$ cat src/rtl/mitm_segment_scheduler_if.sv
// Segment scheduler port bundle: sequence control, captured/injected SPI data and table programming.
// master = control FSM / programming side, slave = mitm_segment_scheduler.
interface mitm_segment_scheduler_if #(
    parameter int MAX_DATA_SIZE = 9,
    parameter int NUM_SEGMENTS  = 8
);
    localparam int DATA_SIZE_WIDTH = $clog2(MAX_DATA_SIZE + 1);
    localparam int IDX_WIDTH       = $clog2(NUM_SEGMENTS + 1);

    logic                       mitm_start;
    logic                       eval;
    logic [MAX_DATA_SIZE-1:0]   real_miso_data;
    logic [MAX_DATA_SIZE-1:0]   real_mosi_data;
    logic [MAX_DATA_SIZE-1:0]   fake_miso_data;
    logic [MAX_DATA_SIZE-1:0]   fake_mosi_data;
    logic [DATA_SIZE_WIDTH-1:0] data_size;
    logic                       fake_miso_select;
    logic                       fake_mosi_select;
    logic                       eval_done;
    logic                       mitm_done;

    logic                       cfg_we;
    logic [IDX_WIDTH-1:0]       cfg_addr;
    logic [DATA_SIZE_WIDTH-1:0] cfg_size;
    logic [1:0]                 cfg_miso_mode;
    logic [1:0]                 cfg_mosi_mode;
    logic [MAX_DATA_SIZE-1:0]   cfg_miso_pat;
    logic [MAX_DATA_SIZE-1:0]   cfg_mosi_pat;
    logic                       cfg_match_en;
    logic [MAX_DATA_SIZE-1:0]   cfg_match_mask;
    logic [MAX_DATA_SIZE-1:0]   cfg_match_val;
    logic [IDX_WIDTH-1:0]       cfg_seg_count;
    logic                       cfg_busy;
    logic                       cfg_err;

    modport master (
        output mitm_start, eval, real_miso_data, real_mosi_data,
               cfg_we, cfg_addr, cfg_size, cfg_miso_mode, cfg_mosi_mode,
               cfg_miso_pat, cfg_mosi_pat, cfg_match_en, cfg_match_mask,
               cfg_match_val, cfg_seg_count,
        input  fake_miso_data, fake_mosi_data, data_size, fake_miso_select,
               fake_mosi_select, eval_done, mitm_done, cfg_busy, cfg_err
    );

    modport slave (
        input  mitm_start, eval, real_miso_data, real_mosi_data,
               cfg_we, cfg_addr, cfg_size, cfg_miso_mode, cfg_mosi_mode,
               cfg_miso_pat, cfg_mosi_pat, cfg_match_en, cfg_match_mask,
               cfg_match_val, cfg_seg_count,
        output fake_miso_data, fake_mosi_data, data_size, fake_miso_select,
               fake_mosi_select, eval_done, mitm_done, cfg_busy, cfg_err
    );
endinterface

$ cat src/rtl/mitm_segment_scheduler.sv
// Table-driven MITM segment sequencer; eval->eval_done 3 cycles per segment, 1 on termination, eval outside ARMED dropped.
// Optional MOSI match/disarm logic is built only when MITM_SEGMENT_MATCH_EN is defined.
module mitm_segment_scheduler #(
    parameter int MAX_DATA_SIZE = 9,
    parameter int NUM_SEGMENTS  = 8
) (
    input logic                     sys_clk,
    input logic                     rst,
    mitm_segment_scheduler_if.slave bus
);
    localparam int DATA_SIZE_WIDTH = $clog2(MAX_DATA_SIZE + 1);
    localparam int IDX_WIDTH       = $clog2(NUM_SEGMENTS + 1);
    localparam int AW              = (NUM_SEGMENTS > 1) ? $clog2(NUM_SEGMENTS) : 1;

    typedef enum logic [2:0] {S_IDLE, S_ARMED, S_LOAD, S_PRESENT, S_DONE} state_t;

    typedef struct packed {
        logic [DATA_SIZE_WIDTH-1:0] size;
        logic [1:0]                 miso_mode;
        logic [1:0]                 mosi_mode;
        logic [MAX_DATA_SIZE-1:0]   miso_pat;
        logic [MAX_DATA_SIZE-1:0]   mosi_pat;
`ifdef MITM_SEGMENT_MATCH_EN
        logic                       match_en;
        logic [MAX_DATA_SIZE-1:0]   match_mask;
        logic [MAX_DATA_SIZE-1:0]   match_val;
`endif
    } entry_t;

    state_t                     state;
    entry_t                     tbl [NUM_SEGMENTS];
    entry_t                     rd;
    entry_t                     wr_entry;
    logic [IDX_WIDTH-1:0]       idx;
    logic [IDX_WIDTH-1:0]       count;
    logic                       armed;
    logic                       first_seg;
    logic                       wr_ok;
    logic [MAX_DATA_SIZE:0]     miso_nx;
    logic [MAX_DATA_SIZE:0]     mosi_nx;

    logic [DATA_SIZE_WIDTH-1:0] data_size_q;
    logic [MAX_DATA_SIZE-1:0]   fake_miso_q;
    logic [MAX_DATA_SIZE-1:0]   fake_mosi_q;
    logic                       miso_sel_q;
    logic                       mosi_sel_q;
    logic                       eval_done_q;
    logic                       mitm_done_q;
    logic                       cfg_err_q;

    assign first_seg = (idx == '0);
    assign bus.cfg_busy = (state == S_ARMED) || (state == S_LOAD) || (state == S_PRESENT);
    assign wr_ok = bus.cfg_we && !bus.cfg_busy
                && (bus.cfg_size != '0)
                && (bus.cfg_size <= DATA_SIZE_WIDTH'(MAX_DATA_SIZE))
                && (bus.cfg_addr < IDX_WIDTH'(NUM_SEGMENTS));

    // Returns {select, data} for one line; modes 0 and 3 pass the real traffic through.
    function automatic logic [MAX_DATA_SIZE:0] line_out(
        input logic [1:0]               mode,
        input logic [MAX_DATA_SIZE-1:0] pat,
        input logic [MAX_DATA_SIZE-1:0] prev,
        input logic                     first
    );
        logic [MAX_DATA_SIZE:0] r;
        r = '0;
        case (mode)
            2'd1:    r = {1'b1, pat};
            2'd2:    r = {1'b1, first ? {MAX_DATA_SIZE{1'b0}} : prev};
            default: r = '0;
        endcase
        return r;
    endfunction

    always_comb begin
        miso_nx = '0;
        mosi_nx = '0;
        if (armed) begin
            miso_nx = line_out(rd.miso_mode, rd.miso_pat, bus.real_miso_data, first_seg);
            mosi_nx = line_out(rd.mosi_mode, rd.mosi_pat, bus.real_mosi_data, first_seg);
        end
    end

    always_comb begin
        wr_entry           = '0;
        wr_entry.size      = bus.cfg_size;
        wr_entry.miso_mode = bus.cfg_miso_mode;
        wr_entry.mosi_mode = bus.cfg_mosi_mode;
        wr_entry.miso_pat  = bus.cfg_miso_pat;
        wr_entry.mosi_pat  = bus.cfg_mosi_pat;
`ifdef MITM_SEGMENT_MATCH_EN
        wr_entry.match_en   = bus.cfg_match_en;
        wr_entry.match_mask = bus.cfg_match_mask;
        wr_entry.match_val  = bus.cfg_match_val;
`endif
    end

    // Table survives reset so a controller reset does not force reprogramming.
    always_ff @(posedge sys_clk) begin
        if (rst && wr_ok) begin
            tbl[bus.cfg_addr[AW-1:0]] <= wr_entry;
        end
    end

`ifndef MITM_SEGMENT_MATCH_EN
    logic unused_match;
    assign armed        = 1'b1;
    assign unused_match = ^{bus.cfg_match_en, bus.cfg_match_mask, bus.cfg_match_val};
`endif

    always_ff @(posedge sys_clk) begin
        if (!rst) begin
            state       <= S_IDLE;
            idx         <= '0;
            count       <= '0;
            rd          <= '0;
            data_size_q <= '0;
            fake_miso_q <= '0;
            fake_mosi_q <= '0;
            miso_sel_q  <= 1'b0;
            mosi_sel_q  <= 1'b0;
            eval_done_q <= 1'b0;
            mitm_done_q <= 1'b0;
            cfg_err_q   <= 1'b0;
`ifdef MITM_SEGMENT_MATCH_EN
            armed       <= 1'b1;
`endif
        end else begin
            eval_done_q <= 1'b0;
            cfg_err_q   <= bus.cfg_we && !wr_ok;
            if (bus.mitm_start) begin
                idx         <= '0;
                count       <= (bus.cfg_seg_count > IDX_WIDTH'(NUM_SEGMENTS)) ?
                               IDX_WIDTH'(NUM_SEGMENTS) : bus.cfg_seg_count;
                mitm_done_q <= 1'b0;
                state       <= S_ARMED;
`ifdef MITM_SEGMENT_MATCH_EN
                armed       <= 1'b1;
`endif
            end else begin
                case (state)
                    S_ARMED: if (bus.eval) begin
                        if (idx == count) begin
                            // Exhausted: nothing left to inject, so release the mux.
                            data_size_q <= '0;
                            fake_miso_q <= '0;
                            fake_mosi_q <= '0;
                            miso_sel_q  <= 1'b0;
                            mosi_sel_q  <= 1'b0;
                            mitm_done_q <= 1'b1;
                            eval_done_q <= 1'b1;
                            state       <= S_DONE;
                        end else begin
                            rd    <= tbl[idx[AW-1:0]];
                            state <= S_LOAD;
                        end
                    end
                    S_LOAD: begin
`ifdef MITM_SEGMENT_MATCH_EN
                        if (!first_seg && rd.match_en &&
                            ((bus.real_mosi_data & rd.match_mask) != rd.match_val)) begin
                            armed <= 1'b0;
                        end
`endif
                        state <= S_PRESENT;
                    end
                    S_PRESENT: begin
                        data_size_q <= rd.size;
                        miso_sel_q  <= miso_nx[MAX_DATA_SIZE];
                        fake_miso_q <= miso_nx[MAX_DATA_SIZE-1:0];
                        mosi_sel_q  <= mosi_nx[MAX_DATA_SIZE];
                        fake_mosi_q <= mosi_nx[MAX_DATA_SIZE-1:0];
                        eval_done_q <= 1'b1;
                        idx         <= idx + IDX_WIDTH'(1);
                        state       <= S_ARMED;
                    end
                    default: state <= state;
                endcase
            end
        end
    end

    assign bus.data_size        = data_size_q;
    assign bus.fake_miso_data   = fake_miso_q;
    assign bus.fake_mosi_data   = fake_mosi_q;
    assign bus.fake_miso_select = miso_sel_q;
    assign bus.fake_mosi_select = mosi_sel_q;
    assign bus.eval_done        = eval_done_q;
    assign bus.mitm_done        = mitm_done_q;
    assign bus.cfg_err          = cfg_err_q;
endmodule

$ cat src/flat_wrapper.sv
// flat-port wrapper written by rule: the top's interface ports become plain ports
module mitm_segment_scheduler_flat 
#(
    parameter int MAX_DATA_SIZE = 9,
    parameter int NUM_SEGMENTS  = 8
)
  (sys_clk, rst, bus_mitm_start, bus_eval, bus_real_miso_data, bus_real_mosi_data, bus_cfg_we, bus_cfg_addr, bus_cfg_size, bus_cfg_miso_mode, bus_cfg_mosi_mode, bus_cfg_miso_pat, bus_cfg_mosi_pat, bus_cfg_match_en, bus_cfg_match_mask, bus_cfg_match_val, bus_cfg_seg_count, bus_fake_miso_data, bus_fake_mosi_data, bus_data_size, bus_fake_miso_select, bus_fake_mosi_select, bus_eval_done, bus_mitm_done, bus_cfg_busy, bus_cfg_err);
  mitm_segment_scheduler_if #(.MAX_DATA_SIZE(MAX_DATA_SIZE), .NUM_SEGMENTS(NUM_SEGMENTS)) bus_i ();
  input logic sys_clk;
  input logic rst;
  input wire logic [$bits(bus_i.mitm_start)-1:0] bus_mitm_start;
  input wire logic [$bits(bus_i.eval)-1:0] bus_eval;
  input wire logic [$bits(bus_i.real_miso_data)-1:0] bus_real_miso_data;
  input wire logic [$bits(bus_i.real_mosi_data)-1:0] bus_real_mosi_data;
  input wire logic [$bits(bus_i.cfg_we)-1:0] bus_cfg_we;
  input wire logic [$bits(bus_i.cfg_addr)-1:0] bus_cfg_addr;
  input wire logic [$bits(bus_i.cfg_size)-1:0] bus_cfg_size;
  input wire logic [$bits(bus_i.cfg_miso_mode)-1:0] bus_cfg_miso_mode;
  input wire logic [$bits(bus_i.cfg_mosi_mode)-1:0] bus_cfg_mosi_mode;
  input wire logic [$bits(bus_i.cfg_miso_pat)-1:0] bus_cfg_miso_pat;
  input wire logic [$bits(bus_i.cfg_mosi_pat)-1:0] bus_cfg_mosi_pat;
  input wire logic [$bits(bus_i.cfg_match_en)-1:0] bus_cfg_match_en;
  input wire logic [$bits(bus_i.cfg_match_mask)-1:0] bus_cfg_match_mask;
  input wire logic [$bits(bus_i.cfg_match_val)-1:0] bus_cfg_match_val;
  input wire logic [$bits(bus_i.cfg_seg_count)-1:0] bus_cfg_seg_count;
  output wire logic [$bits(bus_i.fake_miso_data)-1:0] bus_fake_miso_data;
  output wire logic [$bits(bus_i.fake_mosi_data)-1:0] bus_fake_mosi_data;
  output wire logic [$bits(bus_i.data_size)-1:0] bus_data_size;
  output wire logic [$bits(bus_i.fake_miso_select)-1:0] bus_fake_miso_select;
  output wire logic [$bits(bus_i.fake_mosi_select)-1:0] bus_fake_mosi_select;
  output wire logic [$bits(bus_i.eval_done)-1:0] bus_eval_done;
  output wire logic [$bits(bus_i.mitm_done)-1:0] bus_mitm_done;
  output wire logic [$bits(bus_i.cfg_busy)-1:0] bus_cfg_busy;
  output wire logic [$bits(bus_i.cfg_err)-1:0] bus_cfg_err;
  assign bus_i.mitm_start = bus_mitm_start;
  assign bus_i.eval = bus_eval;
  assign bus_i.real_miso_data = bus_real_miso_data;
  assign bus_i.real_mosi_data = bus_real_mosi_data;
  assign bus_i.cfg_we = bus_cfg_we;
  assign bus_i.cfg_addr = bus_cfg_addr;
  assign bus_i.cfg_size = bus_cfg_size;
  assign bus_i.cfg_miso_mode = bus_cfg_miso_mode;
  assign bus_i.cfg_mosi_mode = bus_cfg_mosi_mode;
  assign bus_i.cfg_miso_pat = bus_cfg_miso_pat;
  assign bus_i.cfg_mosi_pat = bus_cfg_mosi_pat;
  assign bus_i.cfg_match_en = bus_cfg_match_en;
  assign bus_i.cfg_match_mask = bus_cfg_match_mask;
  assign bus_i.cfg_match_val = bus_cfg_match_val;
  assign bus_i.cfg_seg_count = bus_cfg_seg_count;
  assign bus_fake_miso_data = bus_i.fake_miso_data;
  assign bus_fake_mosi_data = bus_i.fake_mosi_data;
  assign bus_data_size = bus_i.data_size;
  assign bus_fake_miso_select = bus_i.fake_miso_select;
  assign bus_fake_mosi_select = bus_i.fake_mosi_select;
  assign bus_eval_done = bus_i.eval_done;
  assign bus_mitm_done = bus_i.mitm_done;
  assign bus_cfg_busy = bus_i.cfg_busy;
  assign bus_cfg_err = bus_i.cfg_err;
  mitm_segment_scheduler #(.MAX_DATA_SIZE(MAX_DATA_SIZE), .NUM_SEGMENTS(NUM_SEGMENTS)) u_core (.sys_clk(sys_clk), .rst(rst), .bus(bus_i));
endmodule
$ cat config.mk
export PLATFORM = sky130hd
export DESIGN_NAME = mitm_segment_scheduler_flat
export DESIGN_NICKNAME = d
export VERILOG_FILES = /design/src/rtl/mitm_segment_scheduler_if.sv /design/src/rtl/mitm_segment_scheduler.sv /design/src/flat_wrapper.sv
export SDC_FILE = /design/constraint.sdc
export NUM_CORES = 1
export LEC_CHECK = 0
export ABC_AREA = 1
export CAP_MARGIN = 5
export CORE_UTILIZATION = 62
export DETAILED_ROUTE_END_ITERATION = 16
export GPL_ROUTABILITY_DRIVEN = 0
export PLACE_DENSITY = 0.83
export SLEW_MARGIN = 25
export SYNTH_ARGS = -nofsm -noshare
export SYNTH_HDL_FRONTEND = slang
export SYNTH_SLANG_ARGS = --single-unit
$ cat constraint.sdc
create_clock -name sys_clk -period 6.65 [get_ports sys_clk]
set_input_delay 1.33 -clock sys_clk [delete_from_list [all_inputs] [get_ports sys_clk]]
set_output_delay 1.33 -clock sys_clk [all_outputs]
set_load 0.05 [all_outputs]
* Yosys cells after proc, flatten, opt, wreduce, memory -nomap -nowiden *
Memories as Yosys holds them, arrays and structs flattened. A register that Yosys moved wholly into a read port is not among the register bits.
Cells that the tools add are included.

storage, ports and cells
  bits in registers = 38
  bits in writable memories = 208
  input bits = 76
  output and inout port bits = 28
  logic and storage cells = 78
  memories kept = 1

operators by class
  add/sub/neg operators = 1
  order comparisons = 3
  eq/ne operators = 11
  muxes and demuxes = 25
  bitwise logic cells = 3
  reduce and logical (&&, ||, !) cells = 22

memory list
  memory      words  bits a word  read ports  clocked after memory_dff  write ports  RTL line                      RTL
  u_core.tbl  8      26           1           1                         1            mitm_segment_scheduler.sv:31  entry_t tbl [NUM_SEGMENTS];

operators by type and width
  cell                   count
  $pmux W10 S2           2
  $mux W9                4
  $pmux W9 S2            2
  $mux W4                3
  $pmux W3 S3            1
  $pmux W4 S2            1
  $reduce_and A4 Y1      2
  $reduce_bool A4 Y1     2
  $mux W1                7
  $eq A3 B2 Y1 const B   2
  $logic_and A1 B1 Y1    6
  $mux W3                2
  $pmux W1 S2            3
  $add A4 B1 Y4 const B  1
  $eq A2 B1 Y1 const B   2
  $eq A2 B2 Y1 const B   2
  $eq A4 B4 Y1           1
  $gt A4 B4 Y1 const B   1
  $le A4 B4 Y1 const B   1
  $logic_not A4 Y1       1
  $lt A4 B4 Y1 const B   1
  $ne A2 B2 Y1 const B   2
  $reduce_and A2 Y1      2
  $eq A3 B1 Y1 const B   1
  8 further kinds        13

* Logic depth before layout (Yosys ltp) *
Gate-level depths: netlist (run 1).

  word-level depth = 11
  gate-level depth with buffers = 13

* Worst setup path after synthesis (run 1) *
No wires, ideal clock.

  path kind = input to register
  start point = input port bus_cfg_size[1]
  end point = memory u_core.tbl[0][0] (netlist name) (enable)
  data arrival time = 3021 ps
  data required time = 6241 ps
  setup slack = 3220 ps
  stages = 7
  cell sequence = nor2_1 o21ai_0 o21ai_0 nand4_1 nor2_1 nand2_1 nor2_1

between the ends
  cells in the longest elaborated chain, start to end = 7
  elaborated cells between the ends (all ways) = 8

RTL lines
  what                                                                  RTL line                       RTL
  start, declared                                                       flat_wrapper.sv:17             input wire logic [$bits(bus_i.cfg_size)-1:0] bus_cfg_size;
  parallel branches: the longest is 2 deep, another holds $le A4 B4 Y1  n/a
  $logic_and A1 B1 Y1 *                                                 mitm_segment_scheduler.sv:55   && (bus.cfg_size <= DATA_SIZE_WIDTH'(MAX_DATA_SIZE))
  $logic_and A1 B1 Y1 *                                                 mitm_segment_scheduler.sv:56   && (bus.cfg_addr < IDX_WIDTH'(NUM_SEGMENTS));
  $logic_and A1 B1 Y1 *                                                 mitm_segment_scheduler.sv:100  if (rst && wr_ok) begin
  $mux W1 *                                                             mitm_segment_scheduler.sv:100
  $mux W1 (implied by the code) *                                       mitm_segment_scheduler.sv:101  tbl[bus.cfg_addr[AW-1:0]] <= wr_entry;
  end, declared                                                         mitm_segment_scheduler.sv:31

Mark *: on every way between the ends.

* Worst setup path in the final report (run 1) *
  start point = input port bus_cfg_size[1]
  end point = memory u_core.tbl[6][7] (netlist name) (enable)

Same word-level chain as after synthesis.

==> qor.csv, run 1 <==
metric,value,unit
Critical R2R Capture,u_core.tbl[6][7]$_DFFE_PP_,
Crit path largest cell delay,0.81,ns
Max VDD drop,0.2121,mV
Inserted Clock Buffers,27,
layout cells sized above 1,6.515,%
hold path endpoint,u_core.bus.mitm_done$_SDFFE_PP0P_,
Post-synth EDFFs,208,
Critical Path RT,6.85,ns
GR Overflow Total,0,
slowest cell on the critical path,nor2_2,
YS warnings,0,
Core ar.,17960,um^2
Crit Path Max Fanout,14,
fmax,0.2324,GHz
Post-CTS Setup Repair Bufs,0,
Worst-path clk slew,0.06,ns
n_diodes,0,
Post-synth top flop,edfxtp_1,
I/O Pins,104,
Leak Pwr,4.879,nW
Setup crit end kind,register,
post-CTS sizing,0,
Pins Over Slew Limit,0,
htree depth,1,
routed len/inst,16.00,um
DP Area,12250,um^2
TNS Setup,0,ns
P&R area growth vs syn,15.77,%
CTS tree,done,
chip width,137.3,um
Hold Path Class,register to register,
initial antenna violation count,0,
most frequent cell after synthesis,nor2_1,
hold path cells,2,
first-pass GRT wire length,35490,um
WS Path Type,input port to register,
Final period util,64.70,%
worst slew pin tran,1.038,ns
GRT Util Overall,24.87,%
post-synth top area share,55.06,%
die area,18840,um^2
status,"complete, no violations",
Max-Cap Viols,0,
Routed WL,23320,um
# setup viols final,0,
clock skew,0.02022,ns
async set-or-reset flop fraction in the synthesized netlist,0,%
RSZ-0062 raised after global routing,no,
RR Startpoint,u_core.state[2]$_SDFFE_PP0P_,
largest net degree at the start of global routing,109,
post-synth top area cell,edfxtp_1,
DRT Pass-1 Iters,5,
post-route cell area,13130,um^2
Nets,1289,
Area contributors post-synth,"edfxtp_1, dfxtp_1, nor2_1",
Reg2Reg Depth,7,
Final min period,4.302,ns
Avg Inst Size Synth,9.924,um^2
synth unique cells,30,
Cell Pwr Density,269.4,nW/um^2
clk_lat worst skew,0.53,ns
FF-to-FF setup slack,3.85,ns
"Seq/Total Area, Yosys",66.36,%
Clock Path Buffers,3,
# rows,49,
ANT nets after route,0,
critical path arrival,4.50,ns
DRC,0,
routed vias/inst,5.451,
Sink Count,272,
worst slew margin relative to its limit,30.82,%
register bit total from synthesis,272,
syn_nets,1225,
Initial Utilization,63.15,%
CP cell instances,clkdlybuf4s50_1 > nor2_1 > o21ai_0 > nand4_1 > nor2_1 > nand2_1 > nor2_2 > buf_4,
drt initial violations,639,
clk root buf,clkbuf_16,
PortBufs,84,
crit path from,bus_cfg_size[1],
DP HPWL,13300,um
Synth Instances,1143,
number of global-route vias before repair,7149,
Die Span Y,137.3,um
# hold bufs at CTS,0,
final hold vios,0,
CP most frequent cell,nor2_1,
vias post-DR,7942,
Mapped Area,11340,um^2
CP startpoint kind,input port,
Post-synth top cells,"nor2_1, nand2_1, edfxtp_1",
min-delay src,u_core.bus.mitm_done$_SDFFE_PP0P_,
worst max-delay path by stage:
stage,to,slack (ns),cells past startpoint
2_1_floorplan,u_core.tbl[0][0]$_DFFE_PP_,3.22,7
3_3_place_gp,u_core.tbl[6][12]$_DFFE_PP_,2.00,8
3_5_place_dp,u_core.tbl[6][7]$_DFFE_PP_,1.89,8
4_1_cts,u_core.tbl[6][6]$_DFFE_PP_,2.39,8
5_1_grt,u_core.tbl[6][8]$_DFFE_PP_,2.19,8
6_report,u_core.tbl[6][7]$_DFFE_PP_,2.35,8
critical path: cells and delay by family:
family | cells | cell delay, ns
buffers and inverters | 2 | 1.03
and+or+nand+nor | 5 | 1.69
AOI/OAI and AO/OA | 1 | 0.45
sequential cells by signal, summed over array words and instances (netlist names):
register and flops:
u_core.bus.mitm_done 1, u_core.bus.fake_mosi_data 9, u_core.count 4, u_core.idx 4
u_core.bus.fake_miso_select 1, u_core.bus.data_size 4, u_core.bus.fake_mosi_select 1, u_core.bus.eval_done 1
u_core.bus.cfg_err 1, u_core.bus.fake_miso_data 9, u_core.rd 26, u_core.tbl 208
u_core.state 3
metal layers:
layer  routed length (um)  global-route usage (%)  up-vias
met5                    0                       0        -
met4                  671                   10.87        0
met3                 1787                   3.569       55
met2                11170                   41.50      335
met1                 9684                   32.60     3610
li1                     -                       -     3942
placed cells by master, fill, tap and decap left out, drive strengths merged, types with 13 or more instances in the layout:
cell type      count
nand3             34
a21oi             28
clkdlybuf4s50     83
edfxtp           208
inv               62
buf               13
dfxtp             64
nor2             264
o21ai            163
clkbuf            34
nand2            243
power by group:
part | leakage (nW) | internal [mW] | switching [mW]
registers | 2.39 | 1.84 | 0.00899
logic | 2.06 | 0.0671 | 0.113
clock network | 0.430 | 0.903 | 0.602
layout make-up:
| class | instances | area (um^2) |
|---|---|---|
| sequential | 272 | 7531 |
| fill | 1219 | 4831 |
| multi-input combinational | 750 | 3278 |
| timing repair buffer | 96 | 925.9 |
| clock buffer | 34 | 701.9 |
| tap | 229 | 286.5 |
| inverter | 60 | 227.7 |
| clock inverter | 16 | 181.4 |
kinds of logic (layout without fill, tap and decap cells):
group | Yosys count | count (layout) | share of synthesized area [%]
AOI/OAI and AO/OA | 194 | 194 | 8.626
and+or+nand+nor | 550 | 550 | 19.44
adders and majority gates | 6 | 6 | 0.6618
buffers and inverters | 121 | 206 | 4.920
DFF | 272 | 272 | 66.36
through the flow:
stage	setup slack, ns	hold WS (ns)	utilization, %	instances	total power [mW]
after floorplan	3.220	0.4483	-	1143	1.990
after global placement	1.999	0.4418	68.19	1407	2.064
after detailed placement	1.891	0.4568	68.19	1407	2.067
after CTS	2.390	0.4655	73.11	1457	3.558
after global routing	2.188	0.5106	73.11	1457	3.641
final	2.348	0.4741	73.11	1457	3.538
(Power assumes the default switching activity.)
==> run 2: changes to the inputs <==
- CORE_UTILIZATION: 62 -> 57
- PLACE_DENSITY: 0.83 -> 0.77
- clock period: 6.65 -> 4.4 ns (I/O delays scaled with it)
==> qor.csv, run 2 (synthesis gave the netlist of run 1 again) <==
metric,value,unit,change
I/O Pins,104,,unchanged
drt initial violations,645,,+0.94%
Sink Count,272,,unchanged
clock skew,0.007405,ns,-0.01281 ns
Setup crit end kind,register,,
Critical Path RT,4.57,ns,-2.28 ns
Min Hold Slack,0.4713,ns,-0.002795 ns
Leak Pwr,4.898,nW,+0.39%
status,"complete, no violations",,
crit path from,bus_cfg_size[1],,
n_diodes,0,,unchanged
most frequent cells in the layout,"nor2_1, nand2_1, edfxtp_1",,
fmax,0.3174,GHz,
max FFs per register,208,,unchanged
pre-CTS WS,0.7709,ns,-1.120 ns
# hold bufs at CTS,0,,unchanged
WS Path Type,input port to register,,
"commonest non-fill, non-tap cell in the layout",nor2_1,,
Reg2Reg Depth,8,,+1
Clock power frac,42.1,%,-0.4 points
first-pass GRT wire length,35980,um,+1.4%
number of global-route vias before repair,7128,,-0.29%
routed vias/inst,5.226,,-4.1%
Worst-path clk slew,0.06,ns,about the same
die area,20470,um^2,+8.6%
GRT Util Overall,22.91,%,-2.0 points
Crit Path Max Fanout,24,,+10
Final period util,71.61,%,
Combinational Power Share,5.1,%,about the same
met1 Resource Use GR,31.08,%,-1.5 points
PortBufs,84,,unchanged
CTS tree,done,,
Sw Ratio,20.07,%,-0.38 points
ANT nets after route,0,,unchanged
final std cells w/o fill,1498,,+2.8%
post-route cell area,13210,um^2,+0.62%
DRC,0,,unchanged
largest net degree at the start of global routing,109,,unchanged
Cells after DPL,1449,,+3.0%
# rows,51,,+4.1%
post-CTS sizing,0,,unchanged
Cell Int Power,4.243,mW,+51%
sequential power share,52.8,%,+0.4 points
hold path cells,2,,unchanged
TNS Setup,0,ns,unchanged
routing usage on met3,3.622,%,+0.053 points
Routed WL,22960,um,-1.5%
Die Span Y,143.1,um,+4.2%
final worst slack,1.249,ns,-1.098 ns
clk root buf,clkbuf_16,,
Nets,1295,,+0.47%
Final min period,3.151,ns,
clk_lat worst skew,0.52,ns,about the same
critical path arrival,3.33,ns,-1.17 ns
# setup viols final,0,,unchanged
Hold Path Class,register to register,,
Critical R2R Capture,u_core.bus.data_size[3]$_SDFFE_PN0P_,,
routed len/inst,15.33,um,-4.2%
Max-Cap Viols,0,,unchanged
Max VDD drop,0.3650,mV,+72%
worst slew pin tran,0.9946,ns,-0.04299 ns
Initial Utilization,58.28,%,-4.9 points
hold path endpoint,u_core.bus.mitm_done$_SDFFE_PP0P_,,
DP HPWL,13270,um,-0.22%
min-delay src,u_core.bus.mitm_done$_SDFFE_PP0P_,,
DP Area,12340,um^2,+0.74%
htree depth,1,,unchanged
Cell Pwr Density,401.8,nW/um^2,+49%
chip width,143.1,um,+4.2%
Pins Over Slew Limit,0,,unchanged
Inserted Clock Buffers,27,,unchanged
FF-to-FF setup slack,1.90,ns,-1.95 ns
M2 GR Usage,37.66,%,-3.8 points
Clock Path Buffers,3,,unchanged
Core ar.,19460,um^2,+8.3%
initial antenna violation count,0,,unchanged
CP startpoint kind,input port,,
final hold vios,0,,unchanged
RR Startpoint,u_core.idx[1]$_SDFFE_PP0P_,,
worst slew margin relative to its limit,33.53,%,+2.7 points
Post-CTS Setup Repair Bufs,0,,unchanged
GR Overflow Total,0,,unchanged
Switching Power,1.065,mW,+47%
P&R area growth vs syn,16.49,%,
layout cells sized above 1,6.894,%,+0.38 points
RSZ-0062 raised after global routing,no,,
vias post-DR,7829,,-1.4%
DRT Pass-1 Iters,5,,unchanged
busiest layer in global routing,met2,,
[run 2: cell types whose count changed in the layout (fill, tap and decap cells not counted)]
| cell | change |
|---|---|
| buf_4 | +5 |
| buf_6 | +1 |
| clkbuf_1 | -1 |
| clkinv_1 | +1 |
| clkinv_2 | -1 |
| clkinvlp_2 | +2 |
| inv_6 | -2 |
[run 2: power by group through the flow]
stage / Combinational [mW] / Clock (mW) / Sequential (mW)
floorplan: 0.110 / 0 / 2.90
global placement: 0.267 / 0 / 2.85
detailed placement: 0.270 / 0 / 2.86
CTS: 0.272 / 2.26 / 2.80
global route: 0.298 / 2.36 / 2.80
finish: 0.272 / 2.24 / 2.80
[run 2: area by class of cell]
type | count | area (um^2)
flip-flops and latches | 272 | 7531
clock inverters | 16 | 172.7
repair buffers | 102 | 974.7
fillers | 1486 | 6248
inverters | 60 | 227.7
multi-input cells | 750 | 3278
clock buffers | 33 | 698.2
well taps | 265 | 331.6
[run 2: critical path, stage by stage]
cell and delay [ns]:
clkdlybuf4s50_1 0.62, nor2_1 0.11, o21ai_0 0.43, nand4_1 0.19, nor2_1 0.26, nand2_1 0.21
nor2_2 0.20, buf_4 0.39
[run 2: how the worst max path moves through the flow]
stage,to
after CTS,u_core.tbl[3][16]$_DFFE_PP_
after global placement,u_core.tbl[3][16]$_DFFE_PP_
final,u_core.tbl[3][11]$_DFFE_PP_
after global routing,u_core.tbl[3][16]$_DFFE_PP_
after floorplan,u_core.tbl[0][0]$_DFFE_PP_
after detailed placement,u_core.tbl[3][17]$_DFFE_PP_
[run 2: per-stage QoR]
step                utilization [%]  total power, mW
floorplan                         -            3.008
global placement              63.40            3.122
detailed placement            63.40            3.126
CTS                           67.88            5.338
global route                  67.89            5.466
finish                        67.89            5.309
[run 2: per-layer routing]
layer | part of all wire, % | wire [um]
met4 | 2.0 | 448
met5 | 0 | 0
met2 | 47 | 10730
met3 | 7.7 | 1761
met1 | 44 | 10020
